===== src/rtl/enc_pkg.sv =====
// Shared encodings for the instruction encoder: op selects, RV32I fields and FSM states.
package enc_pkg;

    localparam int unsigned XLEN = 32;
    localparam int unsigned OP_W = 4;
    localparam int unsigned STATE_W = 2;

    typedef enum logic [OP_W-1:0] {
        OP_ADD  = 4'd0,
        OP_SUB  = 4'd1,
        OP_AND  = 4'd2,
        OP_OR   = 4'd3,
        OP_ADDI = 4'd4,
        OP_LW   = 4'd5,
        OP_SW   = 4'd6,
        OP_NOP  = 4'd7
    } encOpT;

    localparam logic [6:0] OPC_OP    = 7'b0110011;
    localparam logic [6:0] OPC_OPIMM = 7'b0010011;
    localparam logic [6:0] OPC_LOAD  = 7'b0000011;
    localparam logic [6:0] OPC_STORE = 7'b0100011;

    localparam logic [2:0] F3_ADD  = 3'b000;
    localparam logic [2:0] F3_AND  = 3'b111;
    localparam logic [2:0] F3_OR   = 3'b110;
    localparam logic [2:0] F3_WORD = 3'b010;

    localparam logic [6:0] F7_BASE = 7'b0000000;
    localparam logic [6:0] F7_ALT  = 7'b0100000;

    localparam logic [XLEN-1:0] NOP_WORD = 32'h0000_0013;

    localparam logic [STATE_W-1:0] S_IDLE = 2'd0;
    localparam logic [STATE_W-1:0] S_RUN  = 2'd1;
    localparam logic [STATE_W-1:0] S_HOLD = 2'd2;
    localparam logic [STATE_W-1:0] S_DONE = 2'd3;

    // True when a 32-bit value survives sign-extension from 12 bits.
    function automatic logic immFits12(input logic [XLEN-1:0] imm);
        return (&imm[XLEN-1:11]) | ~(|imm[XLEN-1:11]);
    endfunction

endpackage


===== src/rtl/inst_encode_comb.sv =====
// Combinational RV32I field-to-word encoder with an illegal flag.
// ENC_RANGE_CHECK_EN: reject immediates outside the signed 12-bit range.
module inst_encode_comb
    import enc_pkg::*;
(
    input  logic [3:0]  op,
    input  logic [4:0]  rd,
    input  logic [4:0]  rs1,
    input  logic [4:0]  rs2,
    input  logic [31:0] imm,
    output logic [31:0] word_c,
    output logic        illegal_c
);

    always_comb begin
        word_c    = NOP_WORD;
        illegal_c = 1'b0;
        case (op)
            OP_ADD:  word_c = {F7_BASE, rs2, rs1, F3_ADD, rd, OPC_OP};
            OP_SUB:  word_c = {F7_ALT, rs2, rs1, F3_ADD, rd, OPC_OP};
            OP_AND:  word_c = {F7_BASE, rs2, rs1, F3_AND, rd, OPC_OP};
            OP_OR:   word_c = {F7_BASE, rs2, rs1, F3_OR, rd, OPC_OP};
            OP_ADDI: word_c = {imm[11:0], rs1, F3_ADD, rd, OPC_OPIMM};
            OP_LW:   word_c = {imm[11:0], rs1, F3_WORD, rd, OPC_LOAD};
            OP_SW:   word_c = {imm[11:5], rs2, rs1, F3_WORD, imm[4:0], OPC_STORE};
            OP_NOP:  word_c = NOP_WORD;
            default: illegal_c = 1'b1;
        endcase
`ifdef ENC_RANGE_CHECK_EN
        // Immediate formats only: an unrepresentable value becomes a flagged NOP.
        if ((op == OP_ADDI || op == OP_LW || op == OP_SW) && !immFits12(imm)) begin
            word_c    = NOP_WORD;
            illegal_c = 1'b1;
        end
`endif
    end

`ifndef ENC_RANGE_CHECK_EN
    logic unusedImmHi;
    assign unusedImmHi = ^imm[31:12];
`endif

endmodule


===== src/rtl/inst_encoder.sv =====
// Encodes field bundles into RV32I words and streams them into imem sequentially.
// ENC_RANGE_CHECK_EN (in inst_encode_comb) enables immediate range checking.
module inst_encoder
    import enc_pkg::*;
#(
    parameter int unsigned AW        = 8,
    parameter int unsigned DEPTH     = 256,
    parameter int unsigned BASE_ADDR = 0
) (
    input  logic          clk,
    input  logic          rst_n,
    input  logic          start,
    input  logic          in_valid,
    output logic          in_ready,
    input  logic [3:0]    in_op,
    input  logic [4:0]    in_rd,
    input  logic [4:0]    in_rs1,
    input  logic [4:0]    in_rs2,
    input  logic [31:0]   in_imm,
    input  logic          in_last,
    output logic          imem_we,
    output logic [AW-1:0] imem_addr,
    output logic [31:0]   imem_wdata,
    input  logic          imem_ready,
    output logic          busy,
    output logic          done,
    output logic          err,
    output logic [AW:0]   count
);

    localparam int unsigned CW = AW + 1;
    localparam int unsigned SUM_W = AW + 2;

    logic [STATE_W-1:0] state;
    logic [STATE_W-1:0] nextState;
    logic [31:0]        encWord;
    logic               encIllegal;
    logic               lastPend;
    logic               startPend;
    logic               accept;
    logic               take;
    logic               finish;
    logic               restart;
    logic [SUM_W-1:0]   issued;

    inst_encode_comb u_encode (
        .op        (in_op),
        .rd        (in_rd),
        .rs1       (in_rs1),
        .rs2       (in_rs2),
        .imm       (in_imm),
        .word_c    (encWord),
        .illegal_c (encIllegal)
    );

    // Handshake: a new bundle needs a free (or draining) output slot and remaining depth.
    always_comb begin
        accept   = imem_we & imem_ready;
        issued   = SUM_W'(count) + SUM_W'(imem_we);
        in_ready = (state == S_RUN) && (!imem_we || imem_ready) && !lastPend
                   && (issued < SUM_W'(DEPTH));
        take     = in_valid & in_ready;
        finish   = accept && (lastPend || (SUM_W'(count) + SUM_W'(1) == SUM_W'(DEPTH)));
        restart  = ((state == S_IDLE) || (state == S_DONE)) && (start || startPend);
    end

    always_comb begin
        nextState = state;
        case (state)
            S_IDLE: if (restart) nextState = S_RUN;
            S_RUN: begin
                if (finish)                       nextState = S_DONE;
                else if (imem_we && !imem_ready)  nextState = S_HOLD;
            end
            S_HOLD: begin
                if (finish)      nextState = S_DONE;
                else if (accept) nextState = S_RUN;
            end
            S_DONE: if (restart) nextState = S_RUN;
            default: nextState = S_IDLE;
        endcase
    end

    always_ff @(posedge clk or negedge rst_n) begin
        if (!rst_n) state <= S_IDLE;
        else        state <= nextState;
    end

    // Output register, address/count tracking and sticky status.
    always_ff @(posedge clk or negedge rst_n) begin
        if (!rst_n) begin
            imem_we    <= 1'b0;
            imem_addr  <= AW'(BASE_ADDR);
            imem_wdata <= '0;
            busy       <= 1'b0;
            done       <= 1'b0;
            err        <= 1'b0;
            count      <= '0;
            lastPend   <= 1'b0;
            startPend  <= 1'b0;
        end else begin
            busy <= (nextState == S_RUN) || (nextState == S_HOLD);
            if (restart) begin
                imem_we   <= 1'b0;
                imem_addr <= AW'(BASE_ADDR);
                done      <= 1'b0;
                err       <= 1'b0;
                count     <= '0;
                lastPend  <= 1'b0;
                startPend <= 1'b0;
            end else begin
                if (accept) begin
                    imem_we   <= 1'b0;
                    imem_addr <= imem_addr + AW'(1);
                    count     <= count + CW'(1);
                end
                if (take) begin
                    imem_we    <= 1'b1;
                    imem_wdata <= encWord;
                    lastPend   <= in_last;
                    err        <= err | encIllegal;
                end
                // A start coinciding with completion is replayed once DONE is reached.
                if (finish) begin
                    done      <= 1'b1;
                    lastPend  <= 1'b0;
                    startPend <= start;
                end
            end
        end
    end

endmodule


===== config.mk =====
export PLATFORM = sky130hd
export DESIGN_NAME = inst_encoder
export DESIGN_NICKNAME = d
export VERILOG_FILES = /design/src/rtl/enc_pkg.sv /design/src/rtl/inst_encode_comb.sv /design/src/rtl/inst_encoder.sv
export SDC_FILE = /design/constraint.sdc
export NUM_CORES = 1
export LEC_CHECK = 0
export CORE_ASPECT_RATIO = 0.5
export CORE_MARGIN = 2
export CORE_UTILIZATION = 47
export DETAILED_ROUTE_END_ITERATION = 10
export PLACE_DENSITY = 0.86
export REMOVE_ABC_BUFFERS = 1
export SLEW_MARGIN = 10
export SYNTH_ARGS = -nofsm -noshare
export SYNTH_HDL_FRONTEND = slang
export SYNTH_SLANG_ARGS = --single-unit

===== constraint.sdc =====
create_clock -name clk -period 3.7 [get_ports clk]
set_clock_uncertainty 0.15 [all_clocks]
set_input_delay 0.925 -clock clk [delete_from_list [all_inputs] [get_ports clk]]
set_output_delay 0.925 -clock clk [all_outputs]
set_load 0.01 [all_outputs]

Yosys cells after proc, flatten, opt, wreduce, memory -nomap -nowiden
Index checks and enable logic that the tools add are counted.
{"block": "word_totals", "reg_bits": 57, "latchBits": 0, "ramBits": 0, "mem_bits_ro": 0, "inputBits": 57, "out_inout_bits": 54, "elab_cells": 80, "n_memories": 0}
{"block": "classes", "addsub": 4, "mul": 0, "div_mod_pow": 0, "n_lt_le_gt_ge": 1, "n_eq_ne": 13, "shifts": 0, "mux": 24, "n_bitwise": 4, "n_reduce_logical": 24}
{"op": "one-hot mux 32 bit (7 select lines)", "count": 1}
{"op": "2-to-1 mux 9 bit", "count": 2}
{"op": "equality test 4 x 3 -> 1 bit (second input constant)", "count": 4}
{"op": "2-to-1 mux 8 bit", "count": 2}
{"op": "2-to-1 mux 1 bit", "count": 13}
{"op": "adder 9 x 1 -> 10 bit", "count": 1}
{"op": "adder 9 x 1 -> 10 bit (second input constant)", "count": 1}
{"op": "equality test 10 x 9 -> 1 bit (second input constant)", "count": 1}
{"op": "< comparator 10 x 9 -> 1 bit (second input constant)", "count": 1}
{"op": "2-to-1 mux 2 bit", "count": 5}
{"op": "adder 9 x 1 -> 9 bit (second input constant)", "count": 1}
{"op": "adder 8 x 1 -> 8 bit (second input constant)", "count": 1}
{"op": "equality test 4 x 2 -> 1 bit (second input constant)", "count": 2}
{"op": "OR reduction 8 bit", "count": 1}
{"op": "equality test 2 bit (second input constant)", "count": 3}
{"op": "logical AND 1 bit", "count": 6}
{"op": "one-hot mux 2 bit (3 select lines)", "count": 1}
{"op": "nonzero test 2 bit", "count": 3}
{"op": "nonzero test 3 bit", "count": 2}
{"op": "logical OR 1 bit", "count": 5}
{"op": "equality test 2 x 1 -> 1 bit (second input constant)", "count": 2}
{"op": "equality test 4 x 1 -> 1 bit (second input constant)", "count": 1}
{"op": "logical NOT 4 bit", "count": 1}
{"op": "logical NOT 1 bit", "count": 3}
{"op": "other kinds (6)", "count": 7}

Logic depth before layout (Yosys ltp)
Gate-level depths: netlist of run 1.
{"block": "logic_depth", "word_depth": 9, "mapped_depth": 9, "depth_no_buf": 7}

Cells and area by module
A second synthesis of run 1 with hierarchy kept.
{"block": "hier_totals", "cells_unflattened": 290, "hier_area_um2": 3001.6}
{"module": "inst_encoder", "instances": 1, "cells_per_inst": 219, "area_per_inst_um2": 2580.0}
{"module": "inst_encode_comb", "instances": 1, "cells_per_inst": 71, "area_per_inst_um2": 421.7}

Worst setup path before layout of run 1
Ideal clock, no wire load.
{"block": "synth_path", "path_kind": "input port to output port", "from": "input port imem_ready", "to": "output port in_ready", "arrival_time_ns": 1.329, "t_required_ns": 2.625, "path_slack_ns": 1.296, "path_stages": 2, "path_buffers": 0, "path_cell_list": "o31ai_1 a21oi_1"}
{"block": "synth_between", "elab_chain_len": 4}
{"element": "start, declared", "line_no": "inst_encoder.sv:24", "source": "input logic imem_ready,"}
{"element": "logical OR 1 bit", "line_no": "inst_encoder.sv:60", "source": "in_ready = (state == S_RUN) && (!imem_we || imem_ready) && !lastPend"}
{"element": "logical AND 1 bit (2 in series)", "line_no": "inst_encoder.sv:60"}
{"element": "logical AND 1 bit", "line_no": "inst_encoder.sv:61", "source": "&& (issued < SUM_W'(DEPTH));"}
{"element": "end, declared", "line_no": "inst_encoder.sv:14", "source": "output logic in_ready,"}
Every way passes these cells.

Worst setup path after layout of run 1
Ends and elaborated chain as after synthesis.

==> results of run 1 <==
placed cells by master, fill, tap and decap left out, types with 3 or more instances in the layout:
cell	instances
o211a_1	3
clkbuf_16	5
xor2_1	7
buf_4	5
o21ai_0	19
a21oi_1	20
xnor2_1	6
o21ai_1	6
nor3_1	4
conb_1	3
inv_1	5
dfrtp_1	53
a22oi_1	5
nor3b_1	6
nor2_1	18
nand2_1	58
o31ai_1	10
nand4_1	4
ha_1	5
or3_1	4
clkdlybuf4s50_1	86
nand2b_1	6
worst paths after layout:
| check | to | depth (start not counted) | startpoint | slack, ns |
|---|---|---|---|---|
| min in group asynchronous | imem_wdata[22] | 1 | rst_n | 0.52 |
| worst max register to register | imem_wdata[25] | 7 | state[0] | 0.98 |
| worst max-delay path | in_ready | 4 | imem_ready | 0.30 |
| worst min-delay path | imem_wdata[9] | 2 | imem_wdata[9] | 0.33 |
| worst min register to register | imem_wdata[9] | 2 | imem_wdata[9] | 0.33 |
| max in group asynchronous | busy | 1 | rst_n | 2.44 |
sequential cells by signal, summed over array words and instances, names as in the netlist:
name        cells
busy            1
count           9
done            1
err             1
imem_addr       8
imem_wdata     28
imem_we         1
lastPend        1
startPend       1
state           2
through the flow:
stage / power, mW / cells
after floorplan: 1.38 / 272
after global placement: 1.87 / 436
after detailed placement: 1.92 / 436
after CTS: 2.44 / 443
after global routing: 2.58 / 443
final: 2.44 / 443
layer usage:
metal	vias up	global-route usage	share of wire	routed length, um
met2	65	0.397	0.51	3510
met1	1219	0.269	0.44	3040
met5	-	0	0	0
li1	1164	-	-	-
met4	0	0.0617	0.011	72
met3	12	0.0366	0.034	233
area by class of cell:
type / instances / area, um2
multi-input cells: 214 / 1260
inverters: 5 / 18.8
clock inverters: 2 / 35.0
repair buffers: 91 / 898
flip-flops and latches: 53 / 1330
fillers: 438 / 1780
well taps: 73 / 91.3
clock buffers: 5 / 125
worst min-delay path: stages, from the launching register on:
cell	delay [ns]
dfrtp_1	0.34
nand2_1	0.05
o31ai_1	0.05
cells by family after synthesis:
kind of cell,Yosys count,share of synthesized area
simple gates,112,0.194
compound gates,79,0.191
flops,53,0.486
buf+inv,24,0.0541
xor+xnor,13,0.0418
fa+ha+maj,5,0.0229
mux,2,0.00780
other cells,1,0.00138
power groups by stage:
| stage | Clock, mW | Combinational [mW] | Sequential (mW) |
|---|---|---|---|
| after CTS | 0.521 | 1.04 | 0.879 |
| after global routing | 0.555 | 1.13 | 0.902 |
| after global placement | 0 | 0.993 | 0.876 |
| final | 0.516 | 1.04 | 0.882 |
| after detailed placement | 0 | 1.04 | 0.885 |
| after floorplan | 0 | 0.435 | 0.942 |
==> results.py, run 1 <==
metrics = {
    "run_status": {
        "status": "finished, final reports clean",
    },
    "final_layout": {
        "utilization": 0.678,
        "nNetsFinal": 432,
        "n_antenna_cell": 0,
        "final_layout_size_suffix_gt1_frac": 0.0595,
        "area.growth.synth_to_final_pct": 37.7,
        "stdcell_area_mm2": 0.00375,
    },
    "synth": {
        "netlist_top_cells_count": "nand2_1, dfrtp_1, a21oi_1",
        "syn_avg_cell_area_um2": 9.43,
        "yosysMostFrequentCell": "nand2_1",
        "synthArstFlopShare": 1.00,
        "seq_area_frac_synth": 0.486,
        "synth_edf_count": 0,
        "ys_seq_elements": 53,
        "synth_top_area_cell": "dfrtp_1",
        "synthTopCellsByArea": "dfrtp_1, nand2_1, a21oi_1",
        "yosysTopAreaCellShare": 0.486,
        "ys_types": 49,
        "syn_inst": 289,
        "synthesis.area_mm2": 0.00273,
        "ys_warn_count": 0,
        "ys.flop_type": "dfrtp_1",
    },
    "global_route": {
        "grt_pass1_vias": 2386,
        "grt-ovfl-total": 0,
        "antenna_found_initial": 0,
        "grt_pass1_wl_um": 11300,
        "grt_util_all_layers": 0.216,
        "grt_max_degree": 54,
    },
    "floorplan": {
        "initial_core_util": 0.492,
        "rows": 19,
        "core_mm2": 0.00554,
        "dieWidth_um": 112,
        "io_pins": 111,
        "dieArea_mm2": 0.00646,
        "chipHeight_um": 57.9,
    },
    "route": {
        "drtIter0Drc": 104,
        "vias": 2460,
        "wl_per_cell_um": 15.5,
        "via_per_inst": 5.55,
        "ant_nets": 0,
        "drc_errors": 0,
        "routed_wl_um": 6860,
        "dr.pass1.iters": 4,
    },
    "worst_setup_path": {
        "cp_max_fo": 2,
        "worstPathCellList": "clkdlybuf4s50_1, o31ai_1, a21oi_1, clkdlybuf4s50_1",
        "worstSetupPathType": "primary input to output port",
        "cp_num_buf_inv": 2,
        "crit_path_frequent_cell": "clkdlybuf4s50_1",
        "cp.arrival_ns": 2.32,
        "cp-end-kind": "output port",
        "cp_slowest_stage_delay_ns": 0.59,
        "required_ns": 2.62,
        "cp_top_family": "buffers and inverters",
        "worst_path_max_delay_cell": "clkdlybuf4s50_1",
        "startpoint_type": "primary input",
    },
    "cts": {
        "clkLatencyLatePin_ns": 0.28,
        "cts_made_buffers": 5,
        "cts.sinks": 53,
        "hold_buffers": 0,
        "cts_setup_buffers": 0,
        "cts_tree": "yes",
        "post_cts_resized": 0,
        "cts.clk_slew.worst_paths_ns": 0.07,
        "cts.htree.levels": 2,
        "cts_buffer_depth": 2,
        "clockRootBuffer": "clkbuf_16",
    },
    "pwr": {
        "power_frac_comb": 0.426,
        "p_seq_frac": 0.362,
        "switching_share": 0.353,
        "leakage_nw": 1.60,
        "power_density_mw_per_mm2": 649,
        "peakVddDrop_mv": 0.316,
        "p_clk_frac": 0.212,
        "power.switching_mw": 0.859,
        "internal_power_mw": 1.58,
    },
    "timing": {
        "setup_slack_ns": 0.303,
        "slew_violations": 0,
        "slew_headroom": 0.419,
        "setup-tns-final_ns": 0,
        "rsz0062_at_grt": "no",
        "hold_violations": 0,
        "fin_crit_ns": 3.40,
        "setup_viol": 0,
        "max_freq_mhz": 294,
        "worst_hold_slack_ns": 0.327,
        "fin_crit_sh": 0.918,
        "worst_slew_pin_slew_ns": 0.871,
    },
    "placement": {
        "dp_hpwl_um": 4970,
        "postPlaceCellArea_mm2": 0.00359,
        "dp_slack_ns": 0.321,
        "place_congestion": 0.812,
        "io_buffers": 87,
    },
    "hold_path": {
        "hold_path_class": "flop to flop",
    },
    "run": {
        "cap_violations": 0,
    },
}
Power figures use the tool's default switching activity.
==> inputs of run 2 (changes only) <==
Settings changed: RECOVER_POWER set to 100.
==> results.py, run 2 (synthesis results as in run 1) <==
metrics = {
    "worst_setup_path": {
        "reg2reg_to": "imem_wdata[4]",
        "cp.depth": 4,
        "cp_slowest_stage_delay_ns": 0.59,
        "worstRegToRegCells": 7,
        "required_ns": 2.62,
        "cp_max_fo": 2,
        "startpoint_type": "primary input",
        "worstPathCellList": "dlygate4sd3_1, o31ai_1, a21oi_1, clkdlybuf4s50_1",
        "r2r-start": "state[0]",
        "cp-end-kind": "output port",
        "cp_top_family": "buffers and inverters",
        "r2r_setup_slack_ns": 0.84,
        "cp_num_buf_inv": 2,
        "cp.arrival_ns": 2.40,
        "worstSetupPathType": "primary input to output port",
        "worst_path_max_delay_cell": "clkdlybuf4s50_1",
    },
    "pwr": {
        "power_density_mw_per_mm2": 630,
        "power_frac_comb": 0.408,
        "p_clk_frac": 0.220,
        "peakVddDrop_mv": 0.300,
        "switching_share": 0.360,
        "power.switching_mw": 0.845,
        "internal_power_mw": 1.50,
        "p_seq_frac": 0.373,
        "leakage_nw": 1.71,
    },
    "route": {
        "routed_wl_um": 6850,
        "via_per_inst": 5.60,
        "vias": 2479,
        "wl_per_cell_um": 15.5,
        "drtIter0Drc": 99,
        "drc_errors": 0,
        "ant_nets": 0,
        "dr.pass1.iters": 4,
    },
    "global_route": {
        "antenna_found_initial": 0,
        "grt_util_all_layers": 0.216,
        "grt-ovfl-total": 0,
        "grt_max_degree": 54,
        "grt_pass1_wl_um": 11300,
        "grt_pass1_vias": 2386,
    },
    "timing": {
        "hold_violations": 0,
        "max_freq_mhz": 287,
        "setup_viol": 0,
        "fin_crit_ns": 3.48,
        "worst_slew_pin_slew_ns": 1.31,
        "slew_violations": 0,
        "slew_headroom": 0.129,
        "setup-tns-final_ns": 0,
        "worst_hold_slack_ns": 0.322,
        "fin_crit_sh": 0.940,
        "rsz0062_at_grt": "no",
    },
    "cts": {
        "cts_buffer_depth": 2,
        "cts.clk_slew.worst_paths_ns": 0.07,
        "cts.htree.levels": 2,
        "clkLatencyLatePin_ns": 0.29,
        "cts_tree": "yes",
        "clockRootBuffer": "clkbuf_16",
        "hold_buffers": 0,
        "post_cts_resized": 0,
        "cts_setup_buffers": 0,
        "cts_made_buffers": 5,
        "cts.sinks": 53,
    },
    "final_layout": {
        "top_regs": "imem_wdata (28), count (9), imem_addr (8)",
        "most-common-layout-cells": "nand2_1, dfrtp_1, dlygate4sd3_1",
        "area.growth.synth_to_final_pct": 36.9,
        "top_register": "imem_wdata",
        "final_common_cell": "nand2_1",
        "nNetsFinal": 432,
        "final_layout_size_suffix_gt1_frac": 0.0459,
        "largest_register_ffs": 28,
        "n_antenna_cell": 0,
    },
    "floorplan": {
        "initial_core_util": 0.492,
        "dieArea_mm2": 0.00646,
        "io_pins": 111,
        "core_mm2": 0.00554,
        "chipHeight_um": 57.9,
        "dieWidth_um": 112,
        "rows": 19,
    },
    "hold_path": {
        "holdCritStartpoint": "imem_wdata[9]",
        "hold_path_class": "flop to flop",
        "hold-path-endpoint": "imem_wdata[9]",
        "hold_depth": 2,
    },
    "run": {
        "cap_violations": 0,
    },
    "placement": {
        "dp_hpwl_um": 4970,
        "place_congestion": 0.812,
        "io_buffers": 87,
    },
    "run_status": {
        "status": "finished, final reports clean",
    },
}
-- run 2: cell types whose count changed in the layout (fill, tap and decap cells not counted), moves of 2 or more --
cell	previous run	this run
buf_4	5	1
o21ai_0	19	25
o21ai_1	6	1
clkbuf_1	0	2
clkbuf_2	0	2
clkdlybuf4s50_1	86	34
dlygate4sd3_1	0	52
-- run 2: tightest hold or removal path, delay by kind of cell (launching register included) --
| kind | cells | cell delay, ns |
|---|---|---|
| simple gates | 1 | 0.05 |
| compound gates | 1 | 0.05 |
| flops | 1 | 0.34 |
-- run 2: worst max path at each step --
stage,from,end
floorplan,start,imem_wdata[5]
global placement,imem_ready,in_ready
detailed placement,imem_ready,in_ready
CTS,imem_ready,in_ready
global route,imem_ready,in_ready
finish,imem_ready,in_ready
-- run 2: cell type report --
class                           count  area [um2]
Multi-Input combinational cell    214        1250
Clock buffer                        5         125
Inverter                            5        18.8
Tap cell                           73        91.3
Fill cell                         444        1810
Timing Repair Buffer               91         886
Sequential cell                    53        1330
Clock inverter                      2        35.0
-- run 2: routing by layer --
layer | GRT usage | up-vias | wire [um]
li1 | - | 1166 | -
met1 | 0.269 | 1241 | 2990
met2 | 0.397 | 62 | 3550
met3 | 0.0366 | 10 | 245
met4 | 0.0617 | 0 | 72
met5 | 0 | - | 0
-- run 2: stage by stage --
stage | power [mW] | instance area [um2] | util | setup slack, ns | instances
4_1_cts | 2.44 | 3750 | 0.677 | 0.303 | 443
3_3_place_gp | 1.87 | 3590 | 0.649 | 0.333 | 436
6_report | 2.35 | 3730 | 0.674 | 0.220 | 443
3_5_place_dp | 1.92 | 3590 | 0.649 | 0.321 | 436
5_1_grt | 2.50 | 3730 | 0.674 | 0.158 | 443
2_1_floorplan | 1.38 | 2610 | - | 1.09 | 272
-- run 2: power groups by stage --
stage	registers, mW	clock network, mW	logic [mW]
after global routing	0.896	0.555	1.05
after floorplan	0.942	0	0.435
after CTS	0.879	0.521	1.04
after global placement	0.876	0	0.993
after detailed placement	0.885	0	1.04
final	0.875	0.516	0.958
==> edit 1, RTL diff (flow settings as in run 1) <==
The option `ENC_RANGE_CHECK_EN` is turned on by a define.
--- a/src/rtl/inst_encode_comb.sv
+++ b/src/rtl/inst_encode_comb.sv
@@ -1,5 +1,7 @@
 // Combinational RV32I field-to-word encoder with an illegal flag.
 // ENC_RANGE_CHECK_EN: reject immediates outside the signed 12-bit range.
+`define ENC_RANGE_CHECK_EN
+
 module inst_encode_comb
     import enc_pkg::*;
 (
Behaviour: not the same (a bounded check fails within 4 cycles, from zero or initial values and one cycle with rst_n low).
==> edit 1 against run 1 <==
Power is 8.3% lower; utilization is 4.4 points higher; via count up 8.1%; first-iteration DRC count grew 86%; worst setup slack got worse by 0.093 ns; the run now ends with DRC left; largest power group unchanged; synthesized area increased by 2.7%; final area grew 7.8%; routed wire length grew 13%; sequential cell count stayed put.
==> edit 1: results (changes against run 1) <==
| Metric | Value |
|---|---|
| Status | `finished, violations left` |
| Failing checks | `DRC` |
| First-pass GRT wire length | `12600 um (+12%)` |
| Total GRT Usage | `0.237 (+0.0213)` |
| Worst-Margin Slew | `0.712 ns (-0.159 ns)` |
| Largest net degree at the start of global routing | `33 (-39%)` |
| Worst Setup SP | `imem_ready` |
| WHS Endpoint | `imem_wdata[31]` |
| Crit path max-delay family | `buffers and inverters` |
| Worst r2r src | `count[0]` |
| PD cells | `552 nW/um2 (-15%)` |
| Inst Count DP | `466 (+6.9%)` |
| Avg Inst Size Synth | `9.43 um2 (about the same)` |
| Post-route DRC | `2 (+2)` |
| Place WS | `0.226 ns (-0.0952 ns)` |
| Crit path DAT | `2.41 ns (+0.09 ns)` |
| Area taken by multi-input logic gates | `1340 um2 (+6.7%)` |
| Routed met3 length | `318 um (+36%)` |
| Critical Path End | `in_ready` |
| Total number of vias | `2659 (+8.1%)` |
| Wl on met1 | `3360 um (+11%)` |
| Leading cell types by count after synthesis | `dfrtp_1 (53), nand2_1 (50), nor2_1 (23)` |
| R2R depth | `6 (-1)` |
| Critical Path Slowest Stage Cell | `clkdlybuf4s50_1` |
| IO buf count | `107 (+23%)` |
| Layout Nets | `462 (+6.9%)` |
| HPWL after DPL | `5640 um (+13%)` |
| CP peak stage delay | `0.53 ns (-0.06 ns)` |
| CP max FO | `4 (+2)` |
| Final Wtd Congestion | `0.895 (+10%)` |
| Sequential power share | `0.377 (+0.015)` |
| FF-to-FF End | `imem_wdata[18]` |
| Starting DRC count in detailed routing | `193 (+86%)` |
| Iteration count of the initial detailed-routing pass | `7 (+3)` |
| Tmin final | `3.49 ns (+0.0926 ns)` |
| Switching Power | `755 uW (-12%)` |
| Filler cells | `402 (-8.2%)` |
| Fin Hold WS | `0.324 ns (-0.00331 ns)` |
| Clock Power Share | `0.214 (+0.002)` |
| Worst R2R Setup Slack | `1.04 ns (+0.06 ns)` |
| Leak | `0.00174 uW (+9.1%)` |
| Initial antenna violation count | `0 (unchanged)` |
| YS warnings | `0 (unchanged)` |
| Peak VDD IR | `0.000301 V (-4.6%)` |
| Share of layout cells above drive strength 1 | `0.0499 (-0.00958)` |
| Area contributors post-synth | `dfrtp_1 (47%), nand2_1 (6.7%), a32o_1 (5.4%), nor2_1 (3.1%), a21oi_1 (2.5%)` |
| Sequential-to-total area share from yosys stat | `0.474 (-0.0128)` |
| Met2 WL | `3980 um (+13%)` |
| Cell Area, Placed | `3890 um2 (+8.4%)` |
| Hold path depth | `2 (unchanged)` |
| Hold Startpoint | `imem_wdata[31]` |
| Wire per inst | `16.3 um (+5.5%)` |
| Vias in the first global route | `2623 (+9.9%)` |
| Synth unique cells | `50 (+2.0%)` |
| WL final | `7740 um (+13%)` |
==> edit 1: cell count changes after synthesis, moves of 7 or more <==
cell,run 1,this run
a32o_1,0,15
nand3_1,1,10
nand2_1,58,50
o31ai_1,10,2
a22o_1,0,7
==> edit 1: final cells by class <==
type | count | area share
clock buffer | 6 | 0.0343
clock inverter | 2 | 0.00340
inverter | 10 | 0.00927
multi-input combinational | 219 | 0.332
sequential | 53 | 0.328
tap | 73 | 0.0226
timing repair buffer | 111 | 0.271
==> edit 1: kinds of logic after synthesis <==
| group | synth area share |
|---|---|
| adder cells (fa/ha/maj) | 0.0223 |
| AO/OA/AOI/OAI | 0.192 |
| flip-flops | 0.474 |
| XOR/XNOR | 0.0407 |
| multiplexers | 0.00715 |
| AND/OR/NAND/NOR | 0.214 |
| other | 0.00134 |
| buffers and inverters | 0.0492 |
==> edit 1: routing by layer <==
layer  global-route usage  vias to the layer above
li1                     -                     1260
met4               0.0523                        0
met1                0.309                     1311
met2                0.431                       78
met3               0.0350                       10
met5                    0                        -
==> edit 2, RTL diff (settings of run 1) <==
Made on the original files. Reset style: synchronous (`rst_n`), changed in 2 clocked blocks.
--- a/src/rtl/inst_encoder.sv
+++ b/src/rtl/inst_encoder.sv
@@ -81,13 +81,13 @@
         endcase
     end
 
-    always_ff @(posedge clk or negedge rst_n) begin
+    always_ff @(posedge clk) begin
         if (!rst_n) state <= S_IDLE;
         else        state <= nextState;
     end
 
     // Output register, address/count tracking and sticky status.
-    always_ff @(posedge clk or negedge rst_n) begin
+    always_ff @(posedge clk) begin
         if (!rst_n) begin
             imem_we    <= 1'b0;
             imem_addr  <= AW'(BASE_ADDR);
Formal check against the unedited RTL: differs if rst_n is asserted again (counterexample within 4 cycles, from zero or initial values and one cycle with rst_n low); with rst_n held inactive, the same outputs for 10 cycles.
==> edit 2 against run 1 <==
Maximum frequency fell by 4.2%; worst setup slack got worse by 0.15 ns; synthesized area shrank 7.3%; sequential cell count unchanged; count of clock-buffer cells in the layout stayed put; final area decreased by 6.8%; non-clock buffer count is 1 lower; routed wire length is 2.9% lower; utilization grew 1.6 points; critical endpoint unchanged; hold slack lost 0.021 ns; highest routed layer unchanged.
Power is not compared: it rests on default switching activity, and its combinational part moved more than twofold at a synthesized area within 25%.
==> edit 2: results (changes against run 1) <==
| Metric | Value |
|---|---|
| Synth unique cells | `45 (-8.2%)` |
| Inst Count DP | `455 (+4.4%)` |
| Status | `finished clean` |
| Worst R2R Setup Slack | `1.15 ns (+0.17 ns)` |
| Leading cell types by count after synthesis | `dfxtp_1 (53), nand2_1 (50), a21oi_1 (38)` |
| Sequential-to-total area share from yosys stat | `0.420 (-0.0667)` |
| Largest net degree at the start of global routing | `34 (-37%)` |
| Clock latency on the worst-skew pair | `0.30 ns (+0.02 ns)` |
| Crit path DAT | `2.47 ns (+0.15 ns)` |
| FF-to-FF End | `imem_wdata[21]` |
| WL final | `6660 um (-2.9%)` |
| Layout Nets | `454 (+5.1%)` |
| HPWL after DPL | `4850 um (-2.5%)` |
| Vias in the first global route | `2351 (-1.5%)` |
| Final Wtd Congestion | `0.815 (+0.41%)` |
| First-pass GRT wire length | `10500 um (-6.3%)` |
| Starting DRC count in detailed routing | `125 (+20%)` |
| Filler cells | `405 (-7.5%)` |
| Clock transition at path regs | `0.10 ns (+0.03 ns)` |
| Worst-Margin Slew | `0.890 ns (+0.0188 ns)` |
| Total GRT Usage | `0.216 (about the same)` |
| Root buf cell | `clkbuf_8` |
| WHS Endpoint | `imem_wdata[13]` |
| CP max FO | `5 (+3)` |
| Area contributors post-synth | `dfxtp_1 (42%), a21oi_1 (7.5%), nand2_1 (7.4%), nand3_1 (4.2%), nor2_1 (3.4%)` |
| Ys async rst share | `0 (-1.00)` |
[edit 2: cell count changes after synthesis, sizes merged, moves of 4 or more]
cell / change
a21oi: +18
a22oi: -5
a31oi: +9
clkbuf: +4
dfrtp: -53
dfxtp: +53
nand2: -8
nand3: +19
nor2: +5
o21ai: -17
o31ai: -8
or3: +5
[edit 2: kinds of logic after synthesis]
family / after synthesis / share of synthesized area
other: 1 / 0.00148
muxes: 1 / 0.00396
xor gates and xnor gates: 14 / 0.0485
adders and majority gates: 5 / 0.0248
DFF: 53 / 0.420
buffers and inverters: 26 / 0.0515
and+or+nand+nor: 140 / 0.276
AOI/OAI and AO/OA: 73 / 0.174
[edit 2: per-stage QoR]
step | hold slack, ns | util
finish | 0.307 | 0.693
global route | 0.330 | 0.693
CTS | 0.311 | 0.693
detailed placement | 0.298 | 0.676
global placement | 0.287 | 0.676
floorplan | 0.319 | -
[edit 2: power groups by stage]
stage               sequential [uW]  combinational, uW  clock (uW)
finish                          594                187         331
global route                    595                201         371
CTS                             594                184         342
detailed placement              606                183           0
global placement                606                178           0
floorplan                       610               80.2           0
[edit 2: cell type report]
class | instances | area share
inverters | 6 | 0.00644
repair buffers | 90 | 0.255
well taps | 70 | 0.0250
clock buffers | 5 | 0.0197
clock inverters | 3 | 0.00608
multi-input cells | 236 | 0.384
flip-flops and latches | 53 | 0.303
[edit 2: how the worst max path moves through the flow]
| stage | to | slack [ns] | cells after the start |
|---|---|---|---|
| 2_1_floorplan | imem_wdata[30] | 1.17 | 5 |
| 3_5_place_dp | in_ready | 0.18 | 5 |
| 5_1_grt | in_ready | 0.13 | 5 |
| 3_3_place_gp | in_ready | 0.19 | 5 |
| 6_report | in_ready | 0.15 | 5 |
| 4_1_cts | in_ready | 0.17 | 5 |
[edit 2: metal layers]
layer | vias up | global-route usage | wire, um
met1 | 1161 | 0.255 | 2820
met2 | 93 | 0.387 | 3340
met4 | 0 | 0.0733 | 133
met3 | 18 | 0.0468 | 367
li1 | 1245 | - | -
met5 | - | 0 | 0
[edit 2: worst max-delay path: stages]
cell and delay (ns):
clkdlybuf4s50_1 0.56, nand2b_1 0.19, nand2_1 0.07, nor2_1 0.16
clkdlybuf4s50_1 0.57
